<file path="src/rtl/branch_compare_unit.sv">
// branch_compare_unit
// Early branch resolution in ID. It forwards the MEM-stage ALU result and
// stalls on EX-stage writers and MEM-stage loads. Once a decision is made
// while ID is frozen, it holds that decision. It also keeps saturating
// branch statistics.
module branch_compare_unit #(
  parameter int WIDTH   = 32,
  parameter int ADDR_W  = 5,
  parameter int COUNT_W = 16
) (
  input  logic               i_clock,
  input  logic               i_reset,
  input  logic               i_branch_valid,
  input  logic [2:0]         i_branch_op,
  input  logic               i_id_advance,
  input  logic               i_flush,
  input  logic [ADDR_W-1:0]  i_rs_addr,
  input  logic [ADDR_W-1:0]  i_rt_addr,
  input  logic [WIDTH-1:0]   i_reg_1_content,
  input  logic [WIDTH-1:0]   i_reg_2_content,
  input  logic               i_ex_reg_write,
  input  logic [ADDR_W-1:0]  i_ex_dest,
  input  logic               i_mem_reg_write,
  input  logic               i_mem_mem_read,
  input  logic [ADDR_W-1:0]  i_mem_dest,
  input  logic [WIDTH-1:0]   i_mem_alu_result,
  output logic               o_branch_stall,
  output logic               o_branch_taken,
  output logic               o_branch_resolved,
  output logic               o_operands_equal,
  output logic [COUNT_W-1:0] o_branch_count,
  output logic [COUNT_W-1:0] o_taken_count,
  output logic [COUNT_W-1:0] o_stall_cycles
);

  typedef enum logic [1:0] {S_IDLE, S_WAIT, S_HELD} state_t;

  localparam logic [2:0] OP_BEQ  = 3'd0;
  localparam logic [2:0] OP_BNE  = 3'd1;
  localparam logic [2:0] OP_BLEZ = 3'd2;
  localparam logic [2:0] OP_BGTZ = 3'd3;
  localparam logic [2:0] OP_BLTZ = 3'd4;
  localparam logic [2:0] OP_BGEZ = 3'd5;

  state_t r_state;
  state_t w_next;
  logic   r_taken_held;

  // Index 0 is rs (operand A), index 1 is rt (operand B).
  logic [ADDR_W-1:0] w_src   [2];
  logic [WIDTH-1:0]  w_rf    [2];
  logic [WIDTH-1:0]  w_opnd  [2];
  logic [1:0]        w_ex_hz;
  logic [1:0]        w_ld_hz;
  logic [1:0]        w_fwd;
  logic [1:0]        w_need;
  logic              w_hazard;
  logic              w_cond;
  logic              w_latch;
  logic [WIDTH-1:0]  w_a;
  logic [WIDTH-1:0]  w_b;

  assign w_src[0] = i_rs_addr;
  assign w_src[1] = i_rt_addr;
  assign w_rf[0]  = i_reg_1_content;
  assign w_rf[1]  = i_reg_2_content;

  // rs feeds every condition. rt only matters for the two-operand compares.
  assign w_need = {(i_branch_op == OP_BEQ) || (i_branch_op == OP_BNE), 1'b1};

  // Per-source hazard and forwarding detection. Register 0 is hard-wired,
  // so it never waits and never forwards.
  generate
    for (genvar gi = 0; gi < 2; gi++) begin : g_src
      logic w_nz;
      assign w_nz        = (w_src[gi] != '0);
      assign w_ex_hz[gi] = w_nz && i_ex_reg_write && (i_ex_dest == w_src[gi]);
      assign w_ld_hz[gi] = w_nz && i_mem_reg_write && i_mem_mem_read
                           && (i_mem_dest == w_src[gi]);
      assign w_fwd[gi]   = w_nz && i_mem_reg_write && !i_mem_mem_read
                           && (i_mem_dest == w_src[gi]);
      assign w_opnd[gi]  = w_fwd[gi] ? i_mem_alu_result : w_rf[gi];
    end
  endgenerate

  assign w_hazard         = |((w_ex_hz | w_ld_hz) & w_need);
  assign w_a              = w_opnd[0];
  assign w_b              = w_opnd[1];
  assign o_operands_equal = (w_a == w_b);

  // Branch condition on the forwarded operands. Sign tests are two's complement.
  always_comb begin
    w_cond = 1'b0;
    case (i_branch_op)
      OP_BEQ:  w_cond = (w_a == w_b);
      OP_BNE:  w_cond = (w_a != w_b);
      OP_BLEZ: w_cond = w_a[WIDTH-1] || (w_a == '0);
      OP_BGTZ: w_cond = !w_a[WIDTH-1] && (w_a != '0);
      OP_BLTZ: w_cond = w_a[WIDTH-1];
      OP_BGEZ: w_cond = !w_a[WIDTH-1];
      default: w_cond = 1'b0;
    endcase
  end

  // Next-state logic and decision outputs. Flush overrides every state.
  always_comb begin
    w_next            = r_state;
    w_latch           = 1'b0;
    o_branch_stall    = 1'b0;
    o_branch_resolved = 1'b0;
    o_branch_taken    = 1'b0;
    if (i_flush) begin
      w_next = S_IDLE;
    end else begin
      case (r_state)
        S_IDLE, S_WAIT: begin
          o_branch_stall    = i_branch_valid && w_hazard;
          o_branch_resolved = i_branch_valid && !w_hazard;
          o_branch_taken    = o_branch_resolved && w_cond;
          if (!i_branch_valid) begin
            w_next = S_IDLE;
          end else if (w_hazard) begin
            w_next = S_WAIT;
          end else if (!i_id_advance) begin
            w_next  = S_HELD;
            w_latch = 1'b1;
          end else begin
            w_next = S_IDLE;
          end
        end
        S_HELD: begin
          o_branch_resolved = 1'b1;
          o_branch_taken    = r_taken_held;
          if (i_id_advance || !i_branch_valid) w_next = S_IDLE;
        end
        default: w_next = S_IDLE;
      endcase
    end
  end

  // State register and the decision that is held while ID is frozen.
  always_ff @(posedge i_clock or posedge i_reset) begin
    if (i_reset) begin
      r_state      <= S_IDLE;
      r_taken_held <= 1'b0;
    end else begin
      r_state <= w_next;
      if (w_latch) r_taken_held <= w_cond;
    end
  end

  // Statistics. A branch counts only on its resolving cycle, never while held.
  logic [2:0]         w_inc;
  logic [COUNT_W-1:0] r_cnt [3];
  logic               w_resolving;

  assign w_resolving = o_branch_resolved && (r_state != S_HELD);
  assign w_inc[0]    = w_resolving;
  assign w_inc[1]    = w_resolving && o_branch_taken;
  assign w_inc[2]    = o_branch_stall;

  generate
    for (genvar gi = 0; gi < 3; gi++) begin : g_cnt
      // Saturating counter: it stops at all-ones.
      always_ff @(posedge i_clock or posedge i_reset) begin
        if (i_reset) begin
          r_cnt[gi] <= '0;
        end else if (w_inc[gi] && (r_cnt[gi] != '1)) begin
          r_cnt[gi] <= r_cnt[gi] + {{(COUNT_W-1){1'b0}}, 1'b1};
        end
      end
    end
  endgenerate

  assign o_branch_count = r_cnt[0];
  assign o_taken_count  = r_cnt[1];
  assign o_stall_cycles = r_cnt[2];

endmodule
</file>
<file path="config.mk">
export PLATFORM = sky130hd
export DESIGN_NAME = branch_compare_unit
export DESIGN_NICKNAME = d
export VERILOG_FILES = /design/src/rtl/branch_compare_unit.sv
export SDC_FILE = /design/constraint.sdc
export NUM_CORES = 1
export LEC_CHECK = 0
export BUFFER_PORTS_ARGS = -buffer_cell sky130_fd_sc_hd__buf_2
export CORE_UTILIZATION = 48
export CTS_CLUSTER_DIAMETER = 30
export CTS_CLUSTER_SIZE = 30
export DETAILED_ROUTE_END_ITERATION = 10
export MAX_ROUTING_LAYER = met4
export PLACE_DENSITY = 0.79
export RECOVER_POWER = 100
export SYNTH_ARGS = -nofsm -noshare
export SYNTH_HDL_FRONTEND = slang
export SYNTH_SLANG_ARGS = --single-unit
</file>
<file path="constraint.sdc">
create_clock -name i_clock -period 5.2 [get_ports i_clock]
set_clock_uncertainty 0.2 [all_clocks]
set_input_delay 1.04 -clock i_clock [delete_from_list [all_inputs] [get_ports i_clock]]
set_output_delay 1.04 -clock i_clock [all_outputs]
set_load 0.1 [all_outputs]
</file>
### Word-level counts from Yosys, hierarchy flattened

Cells that the tools add are included.

* flip-flop bits (word level): 51
* input port bits: 127
* output and inout bits: 52
* logic and storage cells: 86

* reductions and logical operators: 38
* equal/unequal tests: 18
* add/subtract/negate cells: 3
* bitwise gates (word level): 2
* muxes and demuxes: 20

Operator list (count)
* $mux 32: 2
* $add 16x1->16 const B: 3
* $ne 16x16->1 const B: 3
* $eq 32x32->1: 1
* $logic_not 32->1: 1
* $ne 32x32->1: 1
* $reduce_bool 32->1: 1
* $logic_and 1x1->1: 23
* $eq 5x5->1: 4
* $mux 2: 5
* $reduce_bool 5->1: 2
* $mux 1: 9
* $eq 3x2->1 const B: 2
* $eq 3x3->1 const B: 2
* $pmux 1 s6: 1
* $logic_not 1->1: 4
* $pmux 1 s2: 2
* $pmux 2 s2: 1
* $reduce_or 2->1: 2
* $eq 3x1->1 const B: 1
* $logic_not 3->1: 1
* $logic_or 1x1->1: 3
* $ne 3x3->1 const B: 1
* $and 2x2->2: 1
* other kinds (5): 5

### Longest topological paths before layout

* depth after elaboration: 14
* mapped depth: 15
* mapped depth without buffers: 11

### Worst setup path after synthesis

Ideal clock, no wire load.

* path kind: in2reg
* from: input i_mem_dest[2]
* to: register r_cnt (netlist bit o_stall_cycles[5])
* buffers on the path: 1
* data arrival time: 6.018 ns
* library setup time: 0.158 ns
* data required time: 4.842 ns
* cell stages on the path: 11
* path slack: -1.176 ns
* cell sequence: xor2_1 or2_2 o31ai_1 a31oi_1 nor4_1 inv_1 a31oi_1 and3_1 clkbuf_1 nand4_1 xnor2_1

* word-level cells in the longest chain between the ends: 9
* elaborated cells between the ends (all ways): 11

Ends and longest elaborated chain
* from (decl): line 25 `input logic [ADDR_W-1:0] i_mem_dest,`
* $eq 5x5->1: line 79 `&& (i_mem_dest == w_src[gi]);`
* $logic_and 1x1->1: line 79
* $or 2x2->2 (*): line 86 `assign w_hazard = |((w_ex_hz | w_ld_hz) & w_need);`
* $and 2x2->2 (*): line 86
* $reduce_or 2->1 (*): line 86
* $logic_and 1x1->1 (*): line 117 `o_branch_stall = i_branch_valid && w_hazard;`
* $mux 1 (*): line 115 `case (r_state)`
* $mux 1 (*): line 112 `if (i_flush) begin`
* named net o_branch_stall: line 27 `output logic o_branch_stall,`
* $logic_and 1x1->1 (*): line 168 `end else if (w_inc[gi] && (r_cnt[gi] != '1)) begin`
* to (signal, indexed assignment): line 169 `r_cnt[gi] <= r_cnt[gi] + {{(COUNT_W-1){1'b0}}, 1'b1};`
* to (decl): line 154 `logic [COUNT_W-1:0] r_cnt [3];`

The timed path passes the listed nets; every way through them passes the cells marked *.
A chain may end at the register's enable or synchronous reset.

### Worst setup path in the final report

* from: input i_mem_dest[1]
* to: output o_branch_taken

* word-level cells in the longest chain between the ends: 10
* elaborated cells between the ends (all ways): 24

Ends and longest elaborated chain
* branches (longest 7 deep; another with $mux 32)
* $logic_and 1x1->1 (*): line 119 `o_branch_taken = o_branch_resolved && w_cond;`
* $pmux 1 s2 (*): line 115
* $mux 1 (*): line 112
* to (decl): line 28 `output logic o_branch_taken,`

Mark *: on every way between the ends.

==> run metrics <==
status finished with violations; failing checks capacitance limit, slew limit, setup timing; Pins Over Slew Limit 52; vias in the first global route around 5100; synth unique cells 62; cells after synthesis 544; WL/cell 17.9 µm; commonest non-fill, non-tap cell in the layout buf_2; pwr dens 234 nW/µm²; HP Class flop to flop; mapped cell area 4660 µm²; FF+latch area between 1000 and 1500 µm²; minimum clock period 5.38 ns; most common flop cell mapped by yosys dfrtp_1; Final ANT Viol Nets 0; # rows 35; DR pass1 iterations 5; Iteration-0 DRC Markers 292; total gr overflow 0; total number of vias 5330; vias per cell 6.04; async set-reset flop share out of synthesis 100%; worst setup margin -0.178 ns; Ys Warns 0; Total GRT Usage 31.9%; Max-Cap Viols 1; commonest non-fill, non-tap cells in the layout buf_2, xnor2_1, clkbuf_1, dfrtp_1, buf_4; share of the synthesized area in the top cell type 27.4%; Initial Util 50.0%; Synth Register Bits 51; critical path startpoint category input port; final period utilization 103%; Fill cells between 800 and 900; Synth Area per Inst 8.57 µm²; Tot Pwr 1.43 mW; GPL Wtd Cong between 0.9 and 1; DP HPWL 12.6 mm; clock sink total ~50; nets 882; Critical Path Sink Type output port; global-route wire length before repair 24.8 mm; depth of the CTS H-tree 2; IO buf count between 150 and 200; max_slew headroom -27.5%; Syn-to-layout area delta 31.2%; antenna violations before repair 0; clock buffer depth 2; unrepaired setup endpoints after global routing true; die area 10100 µm²; critical path type input port to output port; Setup Fix Bufs, Post-CTS 0; die height around 100 µm; worst path arrival time between 4 and 5 ns; Final Hold Fails 0; worst path required time 3.96 ns; clk slew on worst S/H paths 0.08 ns; fin area 6110 µm²; Clock Latency Late Sink 0.32 ns; register area share after synthesis 27.4%; Die Span X 101 µm; total CTS buffers 5; core area 9330 µm²; maximum VDD drop 0.431 mV; # IOs between 150 and 200; Fmax around 190 MHz; largest cells by area after synthesis dfrtp_1, xnor2_1, xor2_1; largest net degree at the start of global routing 52; Syn Nets slightly below 700; Worst Tran Pin Value 1.91 ns; Setup-failing EPs final 1; n_diodes 0; number of synthesized flops with an enable pin 0; peak fanout along the critical path 10; Post-Route WL approximately 16 mm; Root Buffer clkbuf_8; share of cells above drive strength 1 27.8%; TritonCTS clock tree built; multi-input combinational cell area 3230 µm²; static leakage 2.68 nW; detailed-route DRC error count 0; DP Area between 6000 and 7000 µm²; Synth area leader dfrtp_1
## routing by layer
| metal | vias to the layer above | global-route usage (%) | wire length [µm] |
|---|---|---|---|
| li1 | 2497 | - | - |
| met1 | 2524 | 38.4 | 6460 |
| met2 | 272 | 54.8 | 7610 |
| met3 | 37 | 4.09 | 1250 |
| met4 | 0 | 11.6 | 467 |
| met5 | - | - | 0 |
## repair_timing
item                                    CTS  global route
resized for setup                        12             0
endpoints found under the setup margin    1             1
hold buffers                              0             0
pin swaps                                 3             3
## flip-flops by register name, summed over array words and instances (netlist names)
name / count
o_stall_cycles: 16
o_branch_count: 16
r_state: 2
o_taken_count: 16
r_taken_held: 1
## final cells by class
cell class	count	share of cell area [%]
Inverter	27	1.66
Clock inverter	2	0.225
Sequential cell	51	20.9
Clock buffer	6	1.35
Timing Repair Buffer	225	20.4
Multi-Input combinational cell	442	52.9
Tap cell	129	2.64
## cells in the mapped netlist, types with 11 or more instances
| master | count |
|---|---|
| o22a_1 | 16 |
| dfrtp_1 | 51 |
| and3_1 | 22 |
| xor2_1 | 37 |
| nor3_1 | 11 |
| nor4_1 | 30 |
| o21ai_0 | 19 |
| nand2_1 | 18 |
| nand3_1 | 25 |
| nor2_1 | 23 |
| inv_1 | 27 |
| nand4_1 | 17 |
| a21oi_1 | 23 |
| a221oi_1 | 13 |
| xnor2_1 | 60 |
| buf_2 | 12 |
## cells by family (layout without fill, tap and decap cells)
family	count (synthesis)	after routing	share of synthesized area, %
adders and majority gates	3	3	0.806
DFF	51	51	27.4
AOI/OAI and AO/OA	150	150	23.4
and+or+nand+nor	179	179	22.1
buffers and inverters	51	260	5.08
xor gates and xnor gates	97	97	18.2
muxes	13	13	2.98
## power by group
| group | switching [mW] | total (mW) | internal [mW] |
|---|---|---|---|
| clock network | 0.135 | 0.245 | 0.109 |
| logic | 0.521 | 0.694 | 0.173 |
| registers | 0.0528 | 0.493 | 0.440 |
## final timing paths
kind,start,endpoint,slack [ns],cells past startpoint
worst max-delay path,i_mem_dest[1],o_branch_taken,-0.18,14
worst min-delay path,o_stall_cycles[7],o_stall_cycles[7],0.30,1
worst max register to register,o_stall_cycles[2],o_stall_cycles[9],2.35,11
worst min register to register,o_stall_cycles[7],o_stall_cycles[7],0.30,1
max in group asynchronous,i_reset,r_state[1],2.55,2
min in group asynchronous,i_reset,o_branch_count[15],1.13,2
## through the flow
step                instances  hold slack, ns  setup slack [ns]  TNS (ns)  util, %
floorplan                 544           0.252           -0.0642   -0.0642        -
global placement          874           0.273            -0.227    -0.227     64.7
detailed placement        874           0.275            -0.367    -0.367     64.7
CTS                       882           0.293            -0.128    -0.128     66.4
global route              882           0.315            -0.297    -0.297     65.6
finish                    882           0.297            -0.178    -0.178     65.6
## critical path: stages
cell     delay, ns
buf_2         0.12
xor2_1        0.22
or4b_4        0.58
nor2_4        0.21
nand2_2       0.13
buf_4         0.20
o21ai_0       0.08
o22ai_1       0.13
nor4_2        0.37
and4b_4       0.33
mux2i_4       0.25
a21oi_2       0.08
a31o_4        0.21
buf_6         0.18
No activity file was read; power rests on OpenSTA's default activity.
